<file path="src/rtl/sudoku_board_decode.sv">
// Purpose: cell-serial digit stream to N x N one-hot board register, with digit-range and length error flags.
// Latency: completing cell accepted at edge t gives out_valid from t+1; one board per N*N+1 cycles at best.
// Backpressure: in_ready is low while a finished board waits for out_ready; nothing is accepted until it drains.
module sudoku_board_decode #(
    parameter int N  = 9,   // grid side and digit range, 2..16
    parameter int DW = 4    // digit width, 2**DW must exceed N
) (
    input  logic               clk,
    input  logic               rst_n,
    input  logic               in_valid,
    output logic               in_ready,
    input  logic [DW-1:0]      in_digit,
    input  logic               in_last,
    output logic               out_valid,
    input  logic               out_ready,
    output logic [N*N*N-1:0]   out_board,
    output logic               out_err_digit,
    output logic               out_err_len
);

    localparam int              CELLS     = N * N;
    localparam int              IW        = $clog2(CELLS);
    localparam logic [IW-1:0]   LAST_IDX  = IW'(CELLS - 1);
    localparam logic [DW-1:0]   MAX_DIGIT = DW'(N);

    typedef enum logic {
        FILL = 1'b0,
        FULL = 1'b1
    } state_t;

    state_t        state;
    logic [IW-1:0] idx;
    logic [N-1:0]  cell_dec;
    logic          accept;
    logic          at_end;
    logic          complete;

    // Handshake flags come straight from the state register, so no input reaches an output combinationally.
    assign in_ready  = (state == FILL);
    assign out_valid = (state == FULL);

    assign accept   = in_valid && in_ready;
    assign at_end   = (idx == LAST_IDX);
    assign complete = at_end || in_last;

    // Digit to one-hot: 1..N set one bit; 0 and out-of-range digits leave the cell empty.
    always_comb begin
        cell_dec = '0;
        for (int k = 0; k < N; k++) begin
            if (in_digit == DW'(k + 1)) begin
                cell_dec[k] = 1'b1;
            end
        end
    end

    // Fill/drain state machine: writes one cell per accepted digit, parks the board in FULL until consumed.
    always_ff @(posedge clk or negedge rst_n) begin
        if (!rst_n) begin
            state         <= FILL;
            idx           <= '0;
            out_board     <= '0;
            out_err_digit <= 1'b0;
            out_err_len   <= 1'b0;
        end else begin
            case (state)
                FILL: begin
                    if (accept) begin
                        out_board[int'(idx) * N +: N] <= cell_dec;
                        if (in_digit > MAX_DIGIT) begin
                            out_err_digit <= 1'b1;
                        end
                        if (complete) begin
                            state <= FULL;
                            idx   <= '0;
                            // Early in_last or a missing in_last on the final cell both mean a malformed board.
                            if (in_last != at_end) begin
                                out_err_len <= 1'b1;
                            end
                        end else begin
                            idx <= idx + 1'b1;
                        end
                    end
                end
                FULL: begin
                    if (out_ready) begin
                        state         <= FILL;
                        out_board     <= '0;
                        out_err_digit <= 1'b0;
                        out_err_len   <= 1'b0;
                    end
                end
                default: begin
                    state <= FILL;
                end
            endcase
        end
    end

endmodule
</file>
<file path="config.mk">
export PLATFORM = sky130hd
export DESIGN_NAME = sudoku_board_decode
export DESIGN_NICKNAME = d
export VERILOG_FILES = /design/src/rtl/sudoku_board_decode.sv
export SDC_FILE = /design/constraint.sdc
export NUM_CORES = 1
export LEC_CHECK = 0
export ABC_AREA = 0
export CORE_AREA = 3 3 290 292
export CTS_BUF_LIST = sky130_fd_sc_hd__clkbuf_8
export DETAILED_ROUTE_END_ITERATION = 6
export DIE_AREA = 0 0 293 295
export DONT_BUFFER_PORTS = 1
export GPL_TIMING_DRIVEN = 0
export PLACE_DENSITY_LB_ADDON = 0.05
export SYNTH_ARGS = -nofsm -noshare
export SYNTH_HDL_FRONTEND = slang
export SYNTH_SLANG_ARGS = --single-unit
</file>
<file path="constraint.sdc">
create_clock -name clk -period 5.1 [get_ports clk]
set_input_delay 1.02 -clock clk [delete_from_list [all_inputs] [get_ports clk]]
set_output_delay 1.02 -clock clk [all_outputs]
set_load 0.01 [all_outputs]
</file>
* Word-level counts from Yosys, hierarchy flattened *
Index checks and enable logic that the tools add are counted.

cells by class
  bitwise gates (word level) = 1
  add/sub/neg operators = 2
  multipliers = 1
  equal/unequal tests = 16
  div/mod/pow operators = 0
  mux-type cells = 26
  reductions and logical operators = 6
  shift operators = 2
  magnitude comparators = 1

operators by type and width
  operator                  count
  $mux 729                  2
  $pmux 729 s2              1
  $bwmux 729                1
  $shift 9x33->729 const A  1
  $shiftx 9x33->729         1
  $neg 11->33               1
  $mux 1                    18
  $eq 4x3->1 const B        4
  $mul 7x4->11 const B      1
  $eq 4x2->1 const B        2
  $eq 4x4->1 const B        2
  $ne 2x1->1 const B        4
  $add 7x1->7 const B       1
  $eq 7x7->1 const B        1
  $mux 7                    1
  $pmux 1 s2                3
  $eq 4x1->1 const B        1
  $gt 4x4->1 const B        1
  $reduce_and 2->1          2
  $reduce_and 4->1          1
  $reduce_and 3->1          1
  $ne 2x2->1 const B        1
  $logic_and 1x1->1         1
  $logic_or 1x1->1          1
  2 further kinds           2

word-level totals
  bits in registers = 739
  latch bits = 0
  ROM bits = 0
  memory bits (writable) = 0
  memories kept = 0
  output and inout bits = 733

* Logic depth before layout (Yosys ltp) *
  word-level depth = 6
  depth in mapped cells = 12

* Worst setup path before layout *
No wires, ideal clock.

  path type = register -> register
  start point = reg idx[0]
  end point = reg out_board[539]
  setup slack = 2233 ps
  path buffers = 3
  clock period less this slack = 2867 ps
  arrival time = 2733 ps
  data required time = 4966 ps
  cell stages (with the launch flop) = 11
  cells stage by stage = dfrtp_1 > clkbuf_1 > inv_1 > ha_1 > nand2b_1 > nor3_1 > or4b_1 > clkbuf_1 > clkbuf_1 > nand3_1 > o21ai_0

between the ends
  cells in the longest elaborated chain, start to end = 6
  elaborated cells between the ends (all ways) = 7
  classes of those cells = add/sub (1); mul (1); shift (2); mux (3)

RTL lines
  element                                                RTL line  text
  start, declared                                        32        logic [IW-1:0] idx;
  start signal, assigned                                 80        idx <= idx + 1'b1;
  $mul 7x4->11 (*)                                       68        out_board[int'(idx) * N +: N] <= cell_dec;
  $neg 11->33 (*)                                        68
  $shiftx 9x33->729 or $shift 9x33->729 (tied branches)  68
  $bwmux 729 (*)                                         68
  $mux 729 (*)                                           67        if (accept) begin
  $pmux 729 s2 (*)                                       65        case (state)
  end signal, assigned by index                          68
  end, declared                                          16        output logic [N*N*N-1:0] out_board,

Every way passes the cells marked *; elsewhere a longest branch is shown, timed or not. The select of a mux whose other input is x is not followed.
A chain may end at the register's enable or synchronous reset.

* Final worst setup path *
  start point = reg idx[0]
  end point = reg out_board[292]

The elaborated chain is that of the path after synthesis.

==> results.md <==
* Core Region at 0.0818 sq mm
* Period utilization at 85.1%
* CTS clk-pin slew, worst paths at 0.06 ns
* Final GP Congestion at 0.879
* Share of layout cells above drive strength 1 at 9.48%
* Worst Max-Slew Pin Slew at 5.14 ns
* Final instance area at 0.0347 sq mm
* Vias in the first global route at 22288
* Clk buf depth at 3
* Pint at 9.03 mW
* Resized cells post-CTS at 0
* Outcome: complete, but fails checks
* Maximum achievable frequency at 231 MHz
* Site Rows at 105
* Vias/cell at 5.46
* Switching Share at 27.2%
* Sequential share of power at 48.2%
* Sequential share of the synthesized area at 60.3%
* R2r endpoint: out_board[292]$_DFFE_PN0P_
* Number of flops mapped to enable cells by yosys at 0
* Critical Path Start Type: flip-flop
* Max-capacitance violation count at 0
* Post-DP HPWL at 88.1 mm
* # fillers at 7816
* Final hold viol count at 0
* Starting Density at 37.4%
* Worst Hold Class: primary input to async pin
* Pin count of the biggest net entering global routing at 740
* CP required at 5.79 ns
* Min cycle time layout at 4.34 ns
* Failing checks: max-slew violations
* Worst R2R Start: idx[0]$_DFFE_PN0P_
* Area contributors post-synth: dfrtp_1, mux2i_1, nand2_1
* CTS Root Cell: clkbuf_8
* Crit path kind: flip-flop to flip-flop
* Crit path buffers/inverters at 5
* Unrepaired setup endpoints after global routing: no
* Largest area contributor in the netlist: dfrtp_1
* First-pass GRT wire length at 173 mm
* Final non-filler cell total at 4012
* GRT Total Usage at 27.9%
* # clock sinks at 739
* Dominant synthesized flop cell: dfrtp_1
* R2R Setup Slk at 0.76 ns
* Detailed Routing Iterations Pass 1 at 5
* DIE WIDTH at 293 microns
* Final ANT Viol Nets at 0
* Psw at 3.38 mW
* Worst IR Drop VDD at 0.224 mV
* Drt total wl at 124 mm
* Crit end category: flip-flop
* Post-synth top area share at 60.3%
* Delay of the slowest cell on the worst path at 0.59 ns
* Height of the chip at 295 microns
* Port Buffers at 0
* CTS tree: done
* Commonest non-fill, non-tap cell in the layout: dfrtp_1
* Worst Skew at 0.0527 ns
* Slew margin rel. at -242%
* Vias post-DR at 21900
* Postcts setup bufs at 0
* Commonest non-fill, non-tap cells in the layout: dfrtp_1, nand2_1, mux2i_1
* Worst EP arrival at 5.03 ns
* Ys Warns at 0
* Initial DRC Count at 1410
* Post-Syn Nets at 2712
* Power share of the clock group at 44.1%
* Asr flop ratio synth at 100%
* Flops & latches, synth at 739
* Total CTS buffers at 134
* Clk Latency, worst-skew pair at 0.79 ns
* Synthesized instance count at 2700
* Crit-path max FO at 10
* Synthesized area at 0.0307 sq mm
* I/O pin count at 742
* Total global routing overflow at 0
* Placed Cells at 3771
* CTS H-tree lvls at 4
* Post-DP Area at 0.0320 sq mm
* Final setup TNS at 0 ns
* R2r worst-path depth at 11
* Multi-input gate area at 0.0111 sq mm
* Residual DRC at 0
* Yosys cell types at 53
* Critical-path top delay cell: a211oi_1
* Final Setup Violations at 0
* Pwr dens at 357 mW/mm^2
* Syn avg cell area at 11.4 sq um
* Cell family with most CP delay: buffers and inverters
* Sequence of cells on the critical path: clkbuf_1, inv_1, ha_1, buf_2, o21bai_1, a211oi_1, nor3_1, clkbuf_1, nor3_1, buf_2, mux2i_1
* Layout net count at 2853
* Crit path depth at 11
* Die ar. at 0.0864 sq mm
* Antenna violations before repair at 5
* Area delta synth->final at 13.3%
* Register area at 0.0185 sq mm
* Combinational fraction of design power at 7.7%
* Post-DR wirelength/cell at 31.0 microns
* Count of pins over their slew limit at 543
* Leakage at 16.5 nW
[synthesized netlist by cell type, drive strengths merged (2+ instances only)]
master   count
nor2b        4
nand2b      13
nand3b       5
dfrtp      739
xnor2        3
or4          2
o22ai        4
nand4        6
a22o        10
ha           3
nor4         5
mux2i      600
inv          6
nor2        35
o2111ai      3
or3         15
o211ai       6
and3         3
clkbuf     186
xor2         3
nor3        35
a21oi        7
nor3b        4
o31ai       10
a211oi       5
or3b         3
or2          8
o21ai      123
nand2      629
nand3      141
o311ai       9
a32o         2
buf         62
[worst max-delay path by stage]
stage	startpoint	slack, ns	end
after CTS	idx[0]$_DFFE_PN0P_	1.01	out_board[292]$_DFFE_PN0P_
final	idx[0]$_DFFE_PN0P_	0.76	out_board[292]$_DFFE_PN0P_
after detailed placement	idx[0]$_DFFE_PN0P_	1.03	out_board[292]$_DFFE_PN0P_
after global routing	idx[0]$_DFFE_PN0P_	0.59	out_board[291]$_DFFE_PN0P_
after floorplan	idx[0]$_DFFE_PN0P_	2.23	out_board[539]$_DFFE_PN0P_
after global placement	idx[0]$_DFFE_PN0P_	0.60	out_board[348]$_DFFE_PN0P_
[sequential cells by signal, indices dropped and copies added, names as in the netlist]
signal and cells:
out_err_len 1, out_board 729, idx 7, out_err_digit 1, out_valid 1
[logic make-up (layout without fill, tap and decap cells)]
family                   count (synthesis)  count (layout)  synth area share (%)
AND/OR/NAND/NOR                        912             912                  12.7
flip-flops                             739             739                  60.3
multiplexers                           601             601                  19.6
buffers and inverters                  254             488                  3.40
AO/OA/AOI/OAI                          185             185                  3.61
XOR/XNOR                                 6               6                 0.171
adder cells (fa/ha/maj)                  3               3                 0.122
other                                    0               8                     0
[metal layers]
metal | up-vias | global-route usage, % | share of wire (%)
met4 | 0 | 10.6 | 3.5
met3 | 200 | 11.7 | 9.7
met5 | - | 0 | 0
met2 | 879 | 46.5 | 49
met1 | 11361 | 32.0 | 37
li1 | 9460 | - | -
[stage by stage]
step	hold WS, ns	power (mW)	util [%]	setup slack [ns]
2_1_floorplan	0.530	6.60	-	2.23
3_3_place_gp	0.572	6.99	39.1	0.603
3_5_place_dp	0.574	6.99	39.1	1.03
4_1_cts	-0.120	12.5	42.3	1.01
5_1_grt	0.00552	12.9	42.4	0.590
6_report	0.0794	12.4	42.4	0.762
[final cells by class]
type	instances	share of cell area, %
inverters	6	0.0649
multi-input cells	1707	32.1
clock inverters	64	0.952
well taps	1070	3.86
diodes	8	0.0577
plain buffers	248	2.94
flip-flops and latches	739	53.3
repair buffers	5	0.231
clock buffers	165	6.54
[power by group through the flow]
stage / logic (mW) / clock network (mW) / registers (mW)
2_1_floorplan: 0.556 / 0 / 6.04
3_3_place_gp: 0.909 / 0 / 6.08
3_5_place_dp: 0.918 / 0 / 6.08
4_1_cts: 0.922 / 5.63 / 5.97
5_1_grt: 1.03 / 5.90 / 5.97
6_report: 0.961 / 5.47 / 5.98
Power figures use the tool's default switching activity.
